File: config.mk
export PLATFORM = sky130hd
export DESIGN_NAME = membus_arbiter_flat
export DESIGN_NICKNAME = d
export VERILOG_FILES = /design/src/rtl/membus_pkg.sv /design/src/rtl/membus_arbiter_if.sv /design/src/rtl/membus_waitcount.sv /design/src/rtl/membus_arbiter.sv /design/src/flat_wrapper.sv
export SDC_FILE = /design/constraint.sdc
export NUM_CORES = 1
export LEC_CHECK = 0
export ABC_AREA = 1
export CAP_MARGIN = 20
export CORE_MARGIN = 1
export CORE_UTILIZATION = 44
export DETAILED_ROUTE_END_ITERATION = 10
export PLACE_DENSITY = 0.8
export REMOVE_ABC_BUFFERS = 1
export SLEW_MARGIN = 10
export SYNTH_ARGS = -nofsm -noshare
export SYNTH_HDL_FRONTEND = slang
export SYNTH_SLANG_ARGS = --single-unit
File: constraint.sdc
create_clock -name CLK -period 1.45 [get_ports CLK]
set_input_delay 0.2175 -clock CLK [delete_from_list [all_inputs] [get_ports CLK]]
set_output_delay 0.2175 -clock CLK [all_outputs]
set_load 0.02 [all_outputs]
File: src/rtl/membus_pkg.sv
// Shared types for the memory bus arbiter: FSM state encodings, grant codes and the
// wait-state limit, plus the data-first / alternate-on-conflict arbitration function.
package membus_pkg;

  typedef enum logic [1:0] {
    IDLE   = 2'd0,
    SETUP  = 2'd1,
    ACCESS = 2'd2
  } state_t;

  typedef enum logic [1:0] {
    NONE = 2'd0,
    PC   = 2'd1,
    TX   = 2'd2
  } grant_t;

  localparam int unsigned WAIT_STATES_MAX = 15;

  // Data wins a tie unless data also won last time, so neither side can starve.
  function automatic grant_t arbitrate(logic fetch, logic data, grant_t last);
    grant_t win;
    win = NONE;
    if (fetch && data) begin
      win = (last == TX) ? PC : TX;
    end else if (data) begin
      win = TX;
    end else if (fetch) begin
      win = PC;
    end
    return win;
  endfunction

endpackage

File: src/rtl/membus_arbiter_if.sv
// Handshake and memory-control bundle between the requesters and the bus arbiter.
interface membus_arbiter_if;
  logic FETCH_REQ;
  logic DATA_REQ;
  logic DATA_WE;
  logic ADDR_PC_ASSERT_bar;
  logic ADDR_TX_ASSERT_bar;
  logic MEM_OE_bar;
  logic MEM_WE_bar;
  logic FETCH_ACK;
  logic DATA_ACK;
  logic STALL;
  logic BUSY;

  modport master (
    output FETCH_REQ, DATA_REQ, DATA_WE,
    input  ADDR_PC_ASSERT_bar, ADDR_TX_ASSERT_bar, MEM_OE_bar, MEM_WE_bar,
    input  FETCH_ACK, DATA_ACK, STALL, BUSY
  );

  modport slave (
    input  FETCH_REQ, DATA_REQ, DATA_WE,
    output ADDR_PC_ASSERT_bar, ADDR_TX_ASSERT_bar, MEM_OE_bar, MEM_WE_bar,
    output FETCH_ACK, DATA_ACK, STALL, BUSY
  );
endinterface

File: src/rtl/membus_waitcount.sv
// Loadable 4-bit wait-state down-counter; stops at zero and flags it.
module membus_waitcount (
  input  logic       clk,
  input  logic       rst,
  input  logic       load,
  input  logic       dec,
  input  logic [3:0] load_val,
  output logic       zero
);

  logic [3:0] count_q;

  always_ff @(posedge clk or posedge rst) begin
    if (rst) begin
      count_q <= 4'd0;
    end else if (load) begin
      count_q <= load_val;
    end else if (dec && (count_q != 4'd0)) begin
      count_q <= count_q - 4'd1;
    end
  end

  assign zero = (count_q == 4'd0);

endmodule

File: src/rtl/membus_arbiter.sv
// Two-requester memory bus arbiter (fetch vs. data) with address setup and wait states.
// Optional saturating stall counter when MEMBUS_ARBITER_STALLCNT_EN is defined.
module membus_arbiter
  import membus_pkg::*;
#(
  parameter int unsigned WAIT_STATES = 1
) (
  input logic            CLK,
  input logic            RST,
  membus_arbiter_if.slave bus
`ifdef MEMBUS_ARBITER_STALLCNT_EN
  ,
  output logic [15:0]    STALL_COUNT
`endif
);

  localparam int unsigned WsClamp = (WAIT_STATES > WAIT_STATES_MAX) ? WAIT_STATES_MAX
                                                                   : WAIT_STATES;
  localparam logic [3:0] WsLoad = 4'(WsClamp);

  state_t state_q, state_d;
  grant_t grant_q, grant_d;
  grant_t last_q, last_d;
  logic   we_q, we_d;
  logic   wait_zero;
  logic   last_cycle;
  logic   stall;
  grant_t winner;

  membus_waitcount u_waitcount (
    .clk      (CLK),
    .rst      (RST),
    .load     (state_q == SETUP),
    .dec      (state_q == ACCESS),
    .load_val (WsLoad),
    .zero     (wait_zero)
  );

  assign last_cycle = (state_q == ACCESS) && wait_zero;

  always_ff @(posedge CLK or posedge RST) begin
    if (RST) begin
      state_q <= IDLE;
      grant_q <= NONE;
      last_q  <= PC;
      we_q    <= 1'b0;
    end else begin
      state_q <= state_d;
      grant_q <= grant_d;
      last_q  <= last_d;
      we_q    <= we_d;
    end
  end

  always_comb begin
    state_d = state_q;
    grant_d = grant_q;
    last_d  = last_q;
    we_d    = we_q;
    winner  = NONE;
    unique case (state_q)
      IDLE:   winner = arbitrate(bus.FETCH_REQ, bus.DATA_REQ, last_q);
      SETUP:  state_d = ACCESS;
      ACCESS: begin
        // The requester being acked still holds its REQ this cycle; ignore it.
        if (last_cycle) begin
          winner  = arbitrate(bus.FETCH_REQ && (grant_q != PC),
                              bus.DATA_REQ && (grant_q != TX), last_q);
          state_d = IDLE;
          grant_d = NONE;
        end
      end
      default: state_d = IDLE;
    endcase
    if (winner != NONE) begin
      state_d = SETUP;
      grant_d = winner;
      last_d  = winner;
      we_d    = (winner == TX) ? bus.DATA_WE : 1'b0;
    end
  end

  assign stall = bus.FETCH_REQ && !bus.FETCH_ACK;

  always_comb begin
    bus.ADDR_PC_ASSERT_bar = !((state_q != IDLE) && (grant_q == PC));
    bus.ADDR_TX_ASSERT_bar = !((state_q != IDLE) && (grant_q == TX));
    bus.MEM_OE_bar         = !((state_q == ACCESS) && !we_q);
    // Write strobe drops one cycle early so data holds past WE rising, except with no waits.
    bus.MEM_WE_bar         = !((state_q == ACCESS) && we_q && (!wait_zero || (WsLoad == 4'd0)));
    bus.FETCH_ACK          = last_cycle && (grant_q == PC);
    bus.DATA_ACK           = last_cycle && (grant_q == TX);
    bus.STALL              = stall;
    bus.BUSY               = (state_q != IDLE);
  end

`ifdef MEMBUS_ARBITER_STALLCNT_EN
  logic [15:0] stall_cnt_q;

  always_ff @(posedge CLK or posedge RST) begin
    if (RST) begin
      stall_cnt_q <= 16'd0;
    end else if (stall && (stall_cnt_q != 16'hFFFF)) begin
      stall_cnt_q <= stall_cnt_q + 16'd1;
    end
  end

  assign STALL_COUNT = stall_cnt_q;
`endif

endmodule
File: src/flat_wrapper.sv
// flat-port wrapper written by rule: the top's interface ports become plain ports
module membus_arbiter_flat import membus_pkg::*;
#(
  parameter int unsigned WAIT_STATES = 1
)
  (CLK, RST, bus_FETCH_REQ, bus_DATA_REQ, bus_DATA_WE, bus_ADDR_PC_ASSERT_bar, bus_ADDR_TX_ASSERT_bar, bus_MEM_OE_bar, bus_MEM_WE_bar, bus_FETCH_ACK, bus_DATA_ACK, bus_STALL, bus_BUSY);
  membus_arbiter_if bus_i ();
  input logic CLK;
  input logic RST;
  input wire logic [$bits(bus_i.FETCH_REQ)-1:0] bus_FETCH_REQ;
  input wire logic [$bits(bus_i.DATA_REQ)-1:0] bus_DATA_REQ;
  input wire logic [$bits(bus_i.DATA_WE)-1:0] bus_DATA_WE;
  output wire logic [$bits(bus_i.ADDR_PC_ASSERT_bar)-1:0] bus_ADDR_PC_ASSERT_bar;
  output wire logic [$bits(bus_i.ADDR_TX_ASSERT_bar)-1:0] bus_ADDR_TX_ASSERT_bar;
  output wire logic [$bits(bus_i.MEM_OE_bar)-1:0] bus_MEM_OE_bar;
  output wire logic [$bits(bus_i.MEM_WE_bar)-1:0] bus_MEM_WE_bar;
  output wire logic [$bits(bus_i.FETCH_ACK)-1:0] bus_FETCH_ACK;
  output wire logic [$bits(bus_i.DATA_ACK)-1:0] bus_DATA_ACK;
  output wire logic [$bits(bus_i.STALL)-1:0] bus_STALL;
  output wire logic [$bits(bus_i.BUSY)-1:0] bus_BUSY;
  assign bus_i.FETCH_REQ = bus_FETCH_REQ;
  assign bus_i.DATA_REQ = bus_DATA_REQ;
  assign bus_i.DATA_WE = bus_DATA_WE;
  assign bus_ADDR_PC_ASSERT_bar = bus_i.ADDR_PC_ASSERT_bar;
  assign bus_ADDR_TX_ASSERT_bar = bus_i.ADDR_TX_ASSERT_bar;
  assign bus_MEM_OE_bar = bus_i.MEM_OE_bar;
  assign bus_MEM_WE_bar = bus_i.MEM_WE_bar;
  assign bus_FETCH_ACK = bus_i.FETCH_ACK;
  assign bus_DATA_ACK = bus_i.DATA_ACK;
  assign bus_STALL = bus_i.STALL;
  assign bus_BUSY = bus_i.BUSY;
  membus_arbiter #(.WAIT_STATES(WAIT_STATES)) u_core (.CLK(CLK), .RST(RST), .bus(bus_i));
endmodule
-- Word level (Yosys, flattened, before mapping)
Cells that the tools add are included.
- flip-flop bits (word level): 11
- output and inout bits: 8
- logic and storage cells: 64
- $add $sub $neg: 1
- eq/ne operators: 10
- muxes and demuxes: 17
- reductions and logical operators: 31
- operators with widths (cell ; count):
    2-to-1 mux 2 bit ; 10
    logical AND 1 bit ; 14
    nonzero test 2 bit ; 5
    == test 2 bit (second input constant) ; 4
    2-to-1 mux 4 bit ; 2
    zero test 1 bit ; 7
    one-hot mux 2 bit (3 select lines) ; 1
    == test 2 x 1 -> 1 bit (second input constant) ; 2
    zero test 4 bit ; 1
    != test 2 x 1 -> 1 bit (second input constant) ; 2
    one-hot mux 2 bit (2 select lines) ; 1
    AND reduction 2 bit ; 2
    nonzero test 4 bit ; 1
    subtractor 4 x 1 -> 4 bit (second input constant) ; 1
    2-to-1 mux 1 bit ; 3
    != test 3 x 1 -> 1 bit (second input constant) ; 1
    zero test 2 bit ; 1
    != test 2 bit (second input constant) ; 1

-- Logic depth before layout (Yosys ltp)
Gate-level depths: netlist (run 1).
- word-level depth: 10
- mapped depth: 9

-- Cells and area by module
A second synthesis (run 1) with hierarchy kept.
- cell total of the unflattened synthesis: 111
- area, all modules: 730.7 µm²
- by module, submodules not included (module ; times used ; cells an instance ; area an instance (µm²) ; seq. area each (µm²)):
    membus_arbiter ; 1 ; 64 ; 431.7 ; 176.4
    membus_waitcount ; 1 ; 47 ; 299.0 ; 100.1

-- Worst setup path before layout (run 1)
No wires, ideal clock.
- kind: register -> output
- from: register u_core.u_waitcount.count_q[0]
- to: output bus_STALL
- arrival time: 1.462 ns
- required time: 1.233 ns
- slack: -0.230 ns
- cell stages (with the launch flop): 8
- cell sequence: dfrtp_1 -> inv_1 -> ha_1 -> nand3_1 -> nor2_4 -> inv_1 -> nor2_1 -> nor2_1
- word-level cells in the longest chain between the ends: 5
- RTL lines (element ; RTL line ; source):
    start: declaration ; membus_waitcount.sv:11 ; logic [3:0] count_q;
    start signal: assignment ; membus_waitcount.sv:17 ; count_q <= load_val;
    start signal: assignment ; membus_waitcount.sv:19 ; count_q <= count_q - 4'd1;
    zero test 4 bit ; membus_waitcount.sv:23 ; assign zero = (count_q == 4'd0);
    logical AND 1 bit ; membus_arbiter.sv:39 ; assign last_cycle = (state_q == ACCESS) && wait_zero;
    logical AND 1 bit ; membus_arbiter.sv:91 ; bus.FETCH_ACK = last_cycle && (grant_q == PC);
    net bus_FETCH_ACK ; flat_wrapper.sv:17 ; output wire logic [$bits(bus_i.FETCH_ACK)-1:0] bus_FETCH_ACK;
    zero test 1 bit ; membus_arbiter.sv:83 ; assign stall = bus.FETCH_REQ && !bus.FETCH_ACK;
    logical AND 1 bit ; membus_arbiter.sv:83 ;
    end: declaration ; flat_wrapper.sv:19 ; output wire logic [$bits(bus_i.STALL)-1:0] bus_STALL;
The timed path passes the listed nets, and every way through them passes these cells.

-- Worst setup path after layout (run 1)
- from: register u_core.u_waitcount.count_q[0]
- to: output bus_STALL
- word-level cells in the longest chain between the ends: 5
- RTL lines (element ; RTL line):
    zero test 4 bit ; membus_waitcount.sv:23
    logical AND 1 bit ; membus_arbiter.sv:39
    logical AND 1 bit ; membus_arbiter.sv:91
    zero test 1 bit ; membus_arbiter.sv:83
    logical AND 1 bit ; membus_arbiter.sv:83
Every way passes these cells.

==> metrics.txt, run 1 <==
Antenna diodes=0; final setup margin=-0.1807 ns; Power Density=2364 nW/um2; failing checks=negative setup slack; WL/cell=roughly 13 um; max-cap violations=0; final setup vio count=9; ratio of cells with drive above 1 in the final layout=57.26%; H-tree levels=1; Clock Latency Late Sink=0.27 ns; Setup crit end kind=primary output; TritonRoute pass-1 iters=4; Final ANT Viol Nets=0; post-route setup TNS=-0.8521 ns; FP Rows=13; Pins Over Slew Limit=0; half-perimeter wire length after placement=about 1100 um; grt total ovfl=0; final net count=124; Area growth syn-to-layout=63.10%; Clock Tree Root=clkbuf_4; measured slew at the worst slew-check pin=~0.44 ns; post-synthesis average cell area=~8.0 um2; final hold vios=0; status=finished with violations; Clock Sink Count=11; hold buffers post-CTS=0; PortBufs=12; Yosys Warn Count=0; clock tree buffer depth=2; Worst path max stage delay=a little under 0.4 ns; # fillers=between 80 and 90; Initial Util=47.86%; CP Launch Point=u_core.u_waitcount.count_q[0]$_DFFE_PP0P_; GRT Total Usage=22.99%; startpoint type of the worst setup path=flip-flop; crit-path max FO=3; initial DRC count=18; DRT Wirelength=1743 um; Synth top area share=between 30% and 40%; Area contributors post-synth=dfrtp_1 (40%), nand2_1 (10%), inv_1 (6.5%); Worst VDD drop=0.001396 V; CP required=1.23 ns; reg2reg setup slack=-0.06 ns; f_max=between 600 and 700 MHz; Critical Path AT=about 1.4 ns; # IOs=13; first-pass GRT wire length=between 2000 and 2500 um; die height=39.86 um; CTS tree=done; vias in the first global route=~580; vias=between 600 and 700; cell repeated most along the worst path=inv_2; area of the core=1318 um2; worst hold path class=input pin to async pin; Die X=approximately 40 um; RR Endpoint=u_core.grant_q[0]$_DFFE_PP0P_; CP Class=flip-flop to primary output; Routability Congestion=between 0.7 and 0.8; largest net degree at the start of global routing=12; DP Cell Count=approximately 130; worst reg-to-reg path cell count=11; fin crit period=around 1.6 ns; skew final=around 0.00054 ns; Die ar.=about 1600 um2; RSZ-0062 raised after global routing=true; area leader, netlist=dfrtp_1; Tcrit/Tclk final=112.5%; register area share after synthesis=between 40 and 50%; Seq cells post-synth=11; Slowest-stage cell, CP=dfrtp_1; crit-path cells=inv_2 -> ha_4 -> nand3_4 -> nor2_4 -> inv_2 -> nor2_2 -> nor2_1 -> buf_4; Distinct cells, synth=19; Slew HR=70.79%; leakage dissipation=0.5280 nW; via-per-instance ratio=between 5 and 6; Mapped Cells=a little under 80; Reg-to-Reg Start=u_core.u_waitcount.count_q[0]$_DFFE_PP0P_; total CTS buffers=3; Worst-path clk slew=approximately 0.07 ns; initial antenna violation count=0; mapped cell area=roughly 630 um2; final non-filler cell total=about 130; DRC violations left=0
==> cell families (layout without fill, tap and decap cells) <==
logic type,count (synthesis),after routing,share of synthesized area (%)
AOI/OAI and AO/OA,8,8,8.731
xor gates and xnor gates,2,2,2.778
adders and majority gates,1,1,1.984
buffers and inverters,16,54,9.524
DFF,11,11,43.85
and+or+nand+nor,41,41,33.13
==> how the worst max path moves through the flow <==
stage,to,cells after the start
after floorplan,bus_STALL,7
after detailed placement,bus_FETCH_ACK,7
final,bus_STALL,8
after global placement,bus_FETCH_ACK,7
after CTS,bus_STALL,8
after global routing,bus_STALL,8
==> routing by layer <==
| metal | global-route usage [%] | vias to the layer above | wire length, um | part of all wire [%] |
|---|---|---|---|---|
| li1 | - | 325 | - | - |
| met1 | 28.47 | 327 | 774 | 44 |
| met2 | 34.84 | 19 | 847 | 49 |
| met3 | 5.114 | 4 | 87 | 5.0 |
| met4 | 15.52 | 0 | 34 | 2.0 |
| met5 | 0 | - | 0 | 0 |
==> worst max-delay path: cells and delay by family (launching register included) <==
| kind | cells | cell delay (ns) |
|---|---|---|
| adders and majority gates | 1 | 0.15 |
| buffers and inverters | 3 | 0.28 |
| DFF | 1 | 0.39 |
| and+or+nand+nor | 4 | 0.33 |
==> Yosys cell counts <==
cell and number:
o22ai_1 3, nand4_1 2, or2_2 1, o21ai_1 2, ha_1 1, nand2_2 3, inv_2 5, xor2_1 1
nor2_4 2, nor2_1 6, o21ai_2 2, nand2_4 2, dfrtp_1 10, a21oi_2 1, nand3_1 8, inv_1 11
dfstp_2 1, xnor2_1 1, nand2_1 17
==> registers in the layout, summed over array words and instances, names as in the netlist <==
register,flops
u_core.we_q,1
u_core.grant_q,2
u_core.last_q,2
u_core.u_waitcount.count_q,4
u_core.state_q,2
==> what timing repair did <==
item / 4_1_cts / 5_1_grt
pin swaps: 2 / 11
setup endpoints to repair: 8 / 14
gates resized for setup: 51 / 15
setup buffers: 2 / 2
==> placed cells by master (no fill, tap or decap), types with 3 or more instances in the layout <==
cell | synthesis | final
nand2_1 | 17 | 13
clkdlybuf4s50_1 | 0 | 4
nand3_2 | 0 | 3
inv_1 | 11 | 6
o22ai_1 | 3 | 3
dfrtp_1 | 10 | 10
nor2_1 | 6 | 3
buf_6 | 0 | 6
nor2_4 | 2 | 3
clkbuf_4 | 0 | 3
inv_2 | 5 | 10
nand2_2 | 3 | 6
buf_4 | 0 | 22
nand3_1 | 8 | 4
nand2_4 | 2 | 3
==> power by group <==
part	internal (mW)	switching, mW	leakage, nW
logic	0.787	0.870	0.377
registers	0.455	0.105	0.136
clock network	0.106	0.108	0.0150
total	1.35	1.08	0.528
==> metrics by stage <==
stage / power [mW] / setup slack (ns) / utilization (%) / hold WS [ns] / instance area, um2
final: 2.432 / -0.1807 / 78.06 / 0.2407 / 1028
after CTS: 2.222 / -0.1455 / 73.69 / 0.2527 / 970.9
after floorplan: 1.299 / -0.2296 / - / 0.06922 / 630.6
after global routing: 2.577 / -0.2612 / 78.06 / 0.2764 / 1028
after detailed placement: 1.881 / -0.4228 / 69.23 / 0.4575 / 912.1
after global placement: 1.822 / -0.3647 / 69.23 / 0.4560 / 912.1
==> layout make-up <==
cell class,count,area [um2],share of cell area [%]
clock buffer,4,26.28,2.555
inverter,16,60.06,5.839
multi-input combinational,52,364.1,35.40
sequential,11,276.5,26.89
tap,15,18.77,1.825
timing repair buffer,34,282.8,27.49
Power figures use the tool's default switching activity.
==> inputs of run 2 (changes only) <==
Settings changed: CORE_MARGIN 1 to 2, PLACE_DENSITY 0.8 to 0.79, SYNTH_HIERARCHICAL set to 1.
==> metrics.txt, run 2 <==
DRT Wirelength=2506 um (+44%); register area share after synthesis=37.84% (-6.0 points); Placement Setup Slack=-0.4458 ns (-0.02302 ns); worst reg-to-reg path cell count=11 (unchanged); initial DRC count=23 (+5); # fillers=96 (+9.1%); CP Class=flip-flop to primary output; leakage dissipation=0.6637 nW (+26%); die height=44.75 um (+12%); vias=878 (+30%); GRT Total Usage=25.78% (+2.8 points); crit-path max FO=3 (unchanged); startpoint type of the worst setup path=flip-flop; mapped cell area=730.7 um2 (+16%); final setup margin=-0.1853 ns (-0.004574 ns); total CTS buffers=3 (unchanged); most common cell in the netlist=nand2_1; Area growth syn-to-layout=72.09%; Worst-path clk slew=0.07 ns (about the same); Tcrit/Tclk final=112.8% (+0.32 points); Yosys Warn Count=6 (+6); vias in the first global route=867 (+50%); Distinct cells, synth=17 (-2); Antenna diodes=0 (unchanged); ratio of cells with drive above 1 in the final layout=48.10% (-9.2 points); Pins Over Slew Limit=0 (unchanged); final setup vio count=15 (+6); final hold vios=0 (unchanged); Initial Util=47.95% (+0.084 points); worst hold path class=input pin to async pin; most frequent cells in the layout=nand2_1 (30), buf_4 (26), inv_1 (14), dfrtp_1 (10), nand3_1 (8); area leader, netlist=dfrtp_1; Clock Latency Late Sink=0.26 ns (about the same); RSZ-0062 raised after global routing=true; reg2reg setup slack=-0.15 ns (-0.09 ns); first-pass GRT wire length=3691 um (+56%); Worst VDD drop=0.001599 V (+15%); DRC violations left=0 (unchanged); Power Density=2449 nW/um2 (+3.6%); half-perimeter wire length after placement=1447 um (+26%); FP Rows=14 (+1); post-synthesis average cell area=6.583 um2 (-18%); Clock Tree Root=clkbuf_4; final net count=165 (+33%); grt total ovfl=0 (unchanged); H-tree levels=1 (unchanged); ys flop type=dfrtp_1; largest net degree at the start of global routing=9 (-3); status=finished with violations; Final Util=82.51% (+4.4 points); skew final=0.0007936 ns (+0.0002558 ns); Synth top area share=34.25% (-5.4 points); initial antenna violation count=0 (unchanged); CTS tree=done; most instantiated cells after synthesis=nand2_1 (37), inv_1 (20), nand3_1 (11), dfrtp_1 (10), nor2_1 (10); Async SR Flop Fraction=100.0% (unchanged); TritonRoute pass-1 iters=4 (unchanged); Reg with most FFs=u_core/u_waitcount/count_q; Seq cells post-synth=11 (unchanged); max-cap violations=0 (unchanged); max FFs per register=4 (unchanged); failing checks=negative setup slack; CP required=1.23 ns (about the same); Setup crit end kind=primary output; most common cell after layout, fill and taps aside=nand2_1; Mapped Cells=111 (+41%); Placed Area=1021 um2 (+12%); clock tree buffer depth=2 (unchanged); # IOs=13 (unchanged); Final ANT Viol Nets=0 (unchanged); Die X=44.75 um (+12%); WL/cell=14.40 um (+9.1%); area of the core=1524 um2 (+16%); final instance area=1257 um2 (+22%); fin crit period=1.635 ns (+0.004574 ns); Routability Congestion=0.7739 (+0.18%); Reg-to-Reg Start=u_core/u_waitcount/count_q[1]$_DFFE_PP0P_; EDFF count, synth=0 (unchanged); via-per-instance ratio=5.046 (-1.3%); RR Endpoint=u_core/u_waitcount/count_q[0]$_DFFE_PP0P_; Clock Sink Count=11 (unchanged); PortBufs=12 (unchanged); Critical Path AT=1.42 ns (about the same); Die ar.=2003 um2 (+26%); f_max=611.5 MHz (-0.28%); hold buffers post-CTS=0 (unchanged); Area contributors post-synth=dfrtp_1 (34%), nand2_1 (19%), inv_1 (10%)
run 2: logic make-up (layout without fill, tap and decap cells):
| family | count (synthesis) | in the layout | share of synthesized area (%) |
|---|---|---|---|
| DFF | 11 | 11 | 37.84 |
| AOI/OAI and AO/OA | 5 | 5 | 3.424 |
| and+or+nand+nor | 70 | 70 | 44.69 |
| other | 2 | 4 | 1.028 |
| buffers and inverters | 22 | 67 | 11.30 |
| adders and majority gates | 1 | 1 | 1.712 |
run 2: through the flow:
stage	setup TNS (ns)	power, mW	cells	hold slack [ns]
2_1_floorplan	-0.2311	1.444	113	-0.01642
3_3_place_gp	-1.873	2.048	160	0.4475
3_5_place_dp	-2.665	2.122	160	0.4579
4_1_cts	-0.7636	2.635	171	0.1641
5_1_grt	-2.547	3.295	174	0.1688
6_report	-1.664	3.079	174	0.1694
run 2: timing repair:
action                     CTS  global route
pin swaps                   12             6
setup buffers                8             3
setup endpoints to repair   14            16
resized for setup           50            28
run 2: area by class of cell:
class                   instances  area, um2  area share [%]
multi-input cells              80      521.8           41.49
flip-flops and latches         11      276.5           21.99
inverters                      22      87.58           6.965
well taps                      16      20.02           1.592
repair buffers                 41      325.3           25.87
clock buffers                   4      26.28           2.090
run 2: report_power, final:
group	total, mW	switching (mW)	internal, mW	leakage, nW
Combinational	2.27	1.27	1.00	0.515
Clock	0.204	0.0974	0.106	0.0150
Sequential	0.603	0.130	0.473	0.133
run 2: per-layer routing:
| layer | global-route usage (%) | up-vias | wire (um) | part of all wire (%) |
|---|---|---|---|---|
| met4 | 15.76 | 0 | 40 | 1.6 |
| met2 | 46.09 | 19 | 1390 | 55 |
| li1 | - | 423 | - | - |
| met5 | 0 | - | 0 | 0 |
| met3 | 3.600 | 6 | 77 | 3.1 |
| met1 | 28.57 | 430 | 998 | 40 |
run 2: worst max path at each step:
stage	slack, ns	startpoint	end	cells past startpoint
floorplan	-0.21	u_core/u_waitcount/count_q[0]$_DFFE_PP0P_	bus_STALL	7
global placement	-0.39	u_core/u_waitcount/count_q[0]$_DFFE_PP0P_	bus_FETCH_ACK	7
detailed placement	-0.45	u_core/u_waitcount/count_q[0]$_DFFE_PP0P_	bus_FETCH_ACK	7
CTS	-0.15	u_core/u_waitcount/count_q[0]$_DFFE_PP0P_	bus_STALL	8
global route	-0.25	u_core/u_waitcount/count_q[0]$_DFFE_PP0P_	bus_STALL	8
finish	-0.19	u_core/u_waitcount/count_q[1]$_DFFE_PP0P_	bus_STALL	8
run 2: critical path, stage by stage, from the launching register on:
cell and delay [ns]:
dfrtp_1 0.40, inv_2 0.08, ha_4 0.16, nand2_4 0.07
inv_4 0.07, nand3_4 0.09, nor2_4 0.10, nor2_1 0.04
buf_2 0.15
==> inputs of run 3 (changes only) <==
Settings changed: PLACE_DENSITY 0.79 to 0.76, SLEW_MARGIN 10 to not set.
==> metrics.txt, run 3 (synthesized netlist as in run 2, its figures left out) <==
vias in the first global route=780 (-10%); Area growth syn-to-layout=56.16%; initial antenna violation count=0 (unchanged); DRC violations left=0 (unchanged); Psw=1.167 mW (-22%); ratio of cells with drive above 1 in the final layout=37.91% (-10 points); startpoint type of the worst setup path=flip-flop; skew final=0.004194 ns (+0.003401 ns); Reg with most FFs=u_core/u_waitcount/count_q; leakage dissipation=0.6191 nW (-6.7%); initial DRC count=19 (-17%); Int Pwr=1.400 mW (-11%); crit-path max FO=4 (+1); grt total ovfl=0 (unchanged); H-tree levels=1 (unchanged); Pins Over Slew Limit=0 (unchanged); DRT Wirelength=1842 um (-26%); Seq pwr share=23.4% (+3.8 points); DP Cell Count=161 (+0.63%); # IOs=13 (unchanged); Clock Tree Root=clkbuf_4; clock tree buffer depth=2 (unchanged); Routability Congestion=0.7988 (+3.2%); largest net degree at the start of global routing=9 (unchanged); Antenna diodes=0 (unchanged); hold buffers post-CTS=0 (unchanged); Die ar.=2003 um2 (unchanged); Final Util=74.88% (-7.6 points); Critical Path AT=1.39 ns (-0.03 ns); Worst VDD drop=0.001383 V (-13%); total CTS buffers=3 (unchanged); first-pass GRT wire length=3001 um (-19%); final non-filler cell total=169 (-2.9%); max-cap violations=0 (unchanged); clock share of power=7.9% (+1.3 points); reg2reg setup slack=-0.12 ns (+0.03 ns); final net count=160 (-3.0%); Worst-path clk slew=0.07 ns (about the same); die height=44.75 um (unchanged); TritonRoute pass-1 iters=4 (unchanged); Tcrit/Tclk final=110.5% (-2.2 points); CTS tree=done; vias=793 (-9.7%); Power Density=2250 nW/um2 (-8.1%); Die X=44.75 um (unchanged); Comb power frac=68.7% (-5.1 points); area of the core=1524 um2 (unchanged); via-per-instance ratio=4.692 (-7.0%); Clock Sink Count=11 (unchanged); CP Class=flip-flop to primary output; final hold slack=0.1621 ns (-0.007365 ns); half-perimeter wire length after placement=1279 um (-12%); most common cell after layout, fill and taps aside=nand2_1; Final ANT Viol Nets=0 (unchanged); Initial Util=47.95% (unchanged); worst hold path class=input pin to async pin; CP required=1.23 ns (about the same); final setup vio count=13 (-2); post-route setup TNS=-1.031 ns (+0.6329 ns); fin crit period=1.603 ns (-0.03234 ns); final instance area=1141 um2 (-9.3%); final hold vios=0 (unchanged); f_max=623.9 MHz (+2.0%); max FFs per register=4 (unchanged); status=finished with violations; Setup crit end kind=primary output; most frequent cells in the layout=nand2_1 (36), buf_4 (24), inv_1 (15), nand3_1 (10), dfrtp_1 (10); failing checks=negative setup slack; final setup margin=-0.1529 ns (+0.03234 ns); FP Rows=14 (unchanged); WL/cell=10.90 um (-24%); GRT Total Usage=20.69% (-5.1 points); RSZ-0062 raised after global routing=true; Switching Fraction=45.47% (-3.2 points); Clock Latency Late Sink=0.26 ns (about the same); Placed Area=1028 um2 (+0.74%); PortBufs=12 (unchanged)
-- run 3: final timing paths --
check                                                               start                                         to  cells past startpoint
max in group asynchronous                                             RST               u_core/last_q[0]$_DFFE_PP1P_                      2
worst min-delay path                                                  RST  u_core/u_waitcount/count_q[1]$_DFFE_PP0P_                      2
worst max-delay path            u_core/u_waitcount/count_q[0]$_DFFE_PP0P_                              bus_FETCH_ACK                      7
worst max register to register  u_core/u_waitcount/count_q[0]$_DFFE_PP0P_              u_core/grant_q[0]$_DFFE_PP0P_                     12
worst min register to register               u_core/last_q[0]$_DFFE_PP1P_               u_core/last_q[0]$_DFFE_PP1P_                      2
min in group CLK                                              bus_DATA_WE                    u_core/we_q$_DFFE_PP0P_                      3
-- run 3: layout make-up --
class / count / area [um2]
Fill cell: 112 / 382.9
Clock buffer: 4 / 26.28
Tap cell: 16 / 20.02
Sequential cell: 11 / 276.5
Inverter: 22 / 85.08
Multi-Input combinational cell: 80 / 434.2
Timing Repair Buffer: 36 / 299.0
-- run 3: what timing repair did --
action / in CTS / in global routing
setup buffers: 4 / 0
endpoints found under the setup margin: 14 / 14
gates resized for setup: 42 / 9
endpoints found under the hold margin: 0 / 0
pin swaps: 6 / 3
-- run 3: layer usage --
layer	track usage [%]	routed length (um)	vias up	share of wire [%]
li1	-	-	417	-
met1	25.45	800	352	43
met2	35.07	928	20	50
met3	2.400	77	4	4.2
met4	11.52	36	0	2.0
met5	0	0	-	0
-- run 3: metrics by stage --
stage,worst slack [ns],power [mW]
3_5_place_dp,-0.3926,2.125
2_1_floorplan,-0.2137,1.444
5_1_grt,-0.2116,2.781
6_report,-0.1529,2.568
3_3_place_gp,-0.3591,2.073
4_1_cts,-0.1722,2.467
-- run 3: power groups by stage --
stage	combinational [mW]	clock (mW)	sequential [mW]
detailed placement	1.54	0	0.587
floorplan	0.869	0	0.575
global placement	1.50	0	0.577
finish	1.76	0.202	0.600
global route	1.95	0.217	0.615
CTS	1.67	0.208	0.589
-- run 3: worst max-delay path, cell delays in order, from the launching register on --
cell	delay [ns]
dfrtp_1	0.40
inv_2	0.09
ha_4	0.15
nand2_4	0.06
inv_4	0.07
nand3_4	0.08
nor2_4	0.10
buf_2	0.17
==> RTL edit: new RTL, flow settings as in run 2 <==
Encoding of `grant_t`: now one-hot (3 bits for 3 values).
--- a/src/rtl/membus_pkg.sv
+++ b/src/rtl/membus_pkg.sv
@@ -8,10 +8,10 @@
     ACCESS = 2'd2
   } state_t;
 
-  typedef enum logic [1:0] {
-    NONE = 2'd0,
-    PC   = 2'd1,
-    TX   = 2'd2
+  typedef enum logic [2:0] {
+    NONE = 3'b001,
+    PC   = 3'b010,
+    TX   = 3'b100
   } grant_t;
 
   localparam int unsigned WAIT_STATES_MAX = 15;
Behaviour: same outputs for any inputs over 10 cycles, from zero or initial values and one cycle with RST high; not proved beyond that.
==> RTL edit against run 2 <==
- non-clock buffer count fell by 4
- clock skew increased by 0.0082 ns
- area after synthesis increased by 19%
- highest routed layer unchanged
- total power fell by 2.6%
- wire length down 5.3%
- register-to-register slack got worse by 0.03 ns
- the run still ends with negative setup slack left
- utilization is 13 points lower
- sequential cell count is 2 higher
- worst hold slack got worse by 0.022 ns
- cell count increased by 9.8%
- setup slack better by 0.0056 ns
- critical endpoint is now u_core/last_q[2]
- design area is 6.2% higher
==> RTL edit: results (changes against run 2) <==
finalSetupTns_ns: -1.750  # was -1.664 ns
dp.cells: 182  # was 160
crit_family: "simple AND/OR/NAND/NOR gates"  # was flip-flops
peakVddDrop_v: 0.001122  # was 0.001599 V
violations: "negative setup slack"  # unchanged
critPathCapture: "u_core/last_q[2]"  # was bus_STALL
nonClockBufferCount: 37  # was 41
multi_input_area_um2: 543.0  # was 521.8 µm²
clock_cell_area_share_pct: 1.968  # was 2.090%
rr_startpoint: "u_core/u_waitcount/count_q[0]"  # was u_core/u_waitcount/count_q[1]
crit_fanout: 4  # was 3
p_leak_nw: 0.6860  # was 0.6637 nW
via_per_inst: 4.916  # was 5.046
hpwlAfterDp_um: 1635  # was 1447 µm
final-nonclk-buf-share_pct: 23.34  # was 25.87%
grt_pass1_wl_um: 3808  # was 3691 µm
avgSynthCellArea_um2: 7.207  # was 6.583 µm²
synth-main-ff-cell: "dfrtp_1"  # unchanged
dp_worst_setup_slack_ns: -0.4212  # was -0.4458 ns
outcome: "finished, violations left"  # unchanged
utilization_pct: 69.47  # was 82.51%
nets: 171  # was 165
timing.hold.ws_ns: 0.1471  # was 0.1694 ns
place.gp.congestion: 0.8550  # was 0.7739
grt_usage_pct: 21.00  # was 25.78%
fin_skew_ns: 0.008954  # was 0.0007936 ns
worst_slack_ns: -0.1797  # was -0.1853 ns
synth-seq-cells: 13  # was 11
synth_area_leaders: "dfrtp_1, nand2_1, inv_1"  # unchanged
num_vias: 939  # was 878
yosys-top-cells-count: "nand2_1, inv_1, dfrtp_1, nor2_1, nand3_1"  # was nand2_1, inv_1, nand3_1, dfrtp_1, nor2_1
fp-row-count: 16  # was 14
first_global_vias: 918  # was 867
ys_types: 27  # was 17
drt_wl_total_um: 2373  # was 2506 µm
layout-drive-gt1-share_pct: 44.51  # was 48.10%
setup_viol: 12  # was 15
fillers: 144  # was 96
seq-cell-share_pct: 24.55  # was 21.99%
RTL edit: what timing repair did:
| action | in CTS | in global routing |
|---|---|---|
| pin swaps | 7 | 11 |
| endpoints found under the setup margin | 16 | 15 |
| buffers inserted | 4 | 1 |
| gates resized for setup | 53 | 17 |
RTL edit: cell families after synthesis:
logic type / after synthesis / share of synthesized area [%]
buffers and inverters: 22 / 10.04
DFF: 13 / 37.59
and+or+nand+nor: 74 / 43.62
adders and majority gates: 1 / 1.434
AOI/OAI and AO/OA: 9 / 6.457
other: 2 / 0.8612
RTL edit: per-layer routing:
metal | track usage, % | share of wire [%] | up-vias
li1 | - | - | 458
met1 | 24.11 | 41 | 434
met2 | 39.12 | 53 | 41
met3 | 2.778 | 4.3 | 6
met4 | 8.571 | 2.4 | 0
met5 | 0 | 0 | -
RTL edit: power breakdown:
group	internal, mW	leakage [nW]	switching, mW
clock	0.106	0.0150	0.111
combinational	0.955	0.512	1.14
sequential	0.546	0.159	0.137
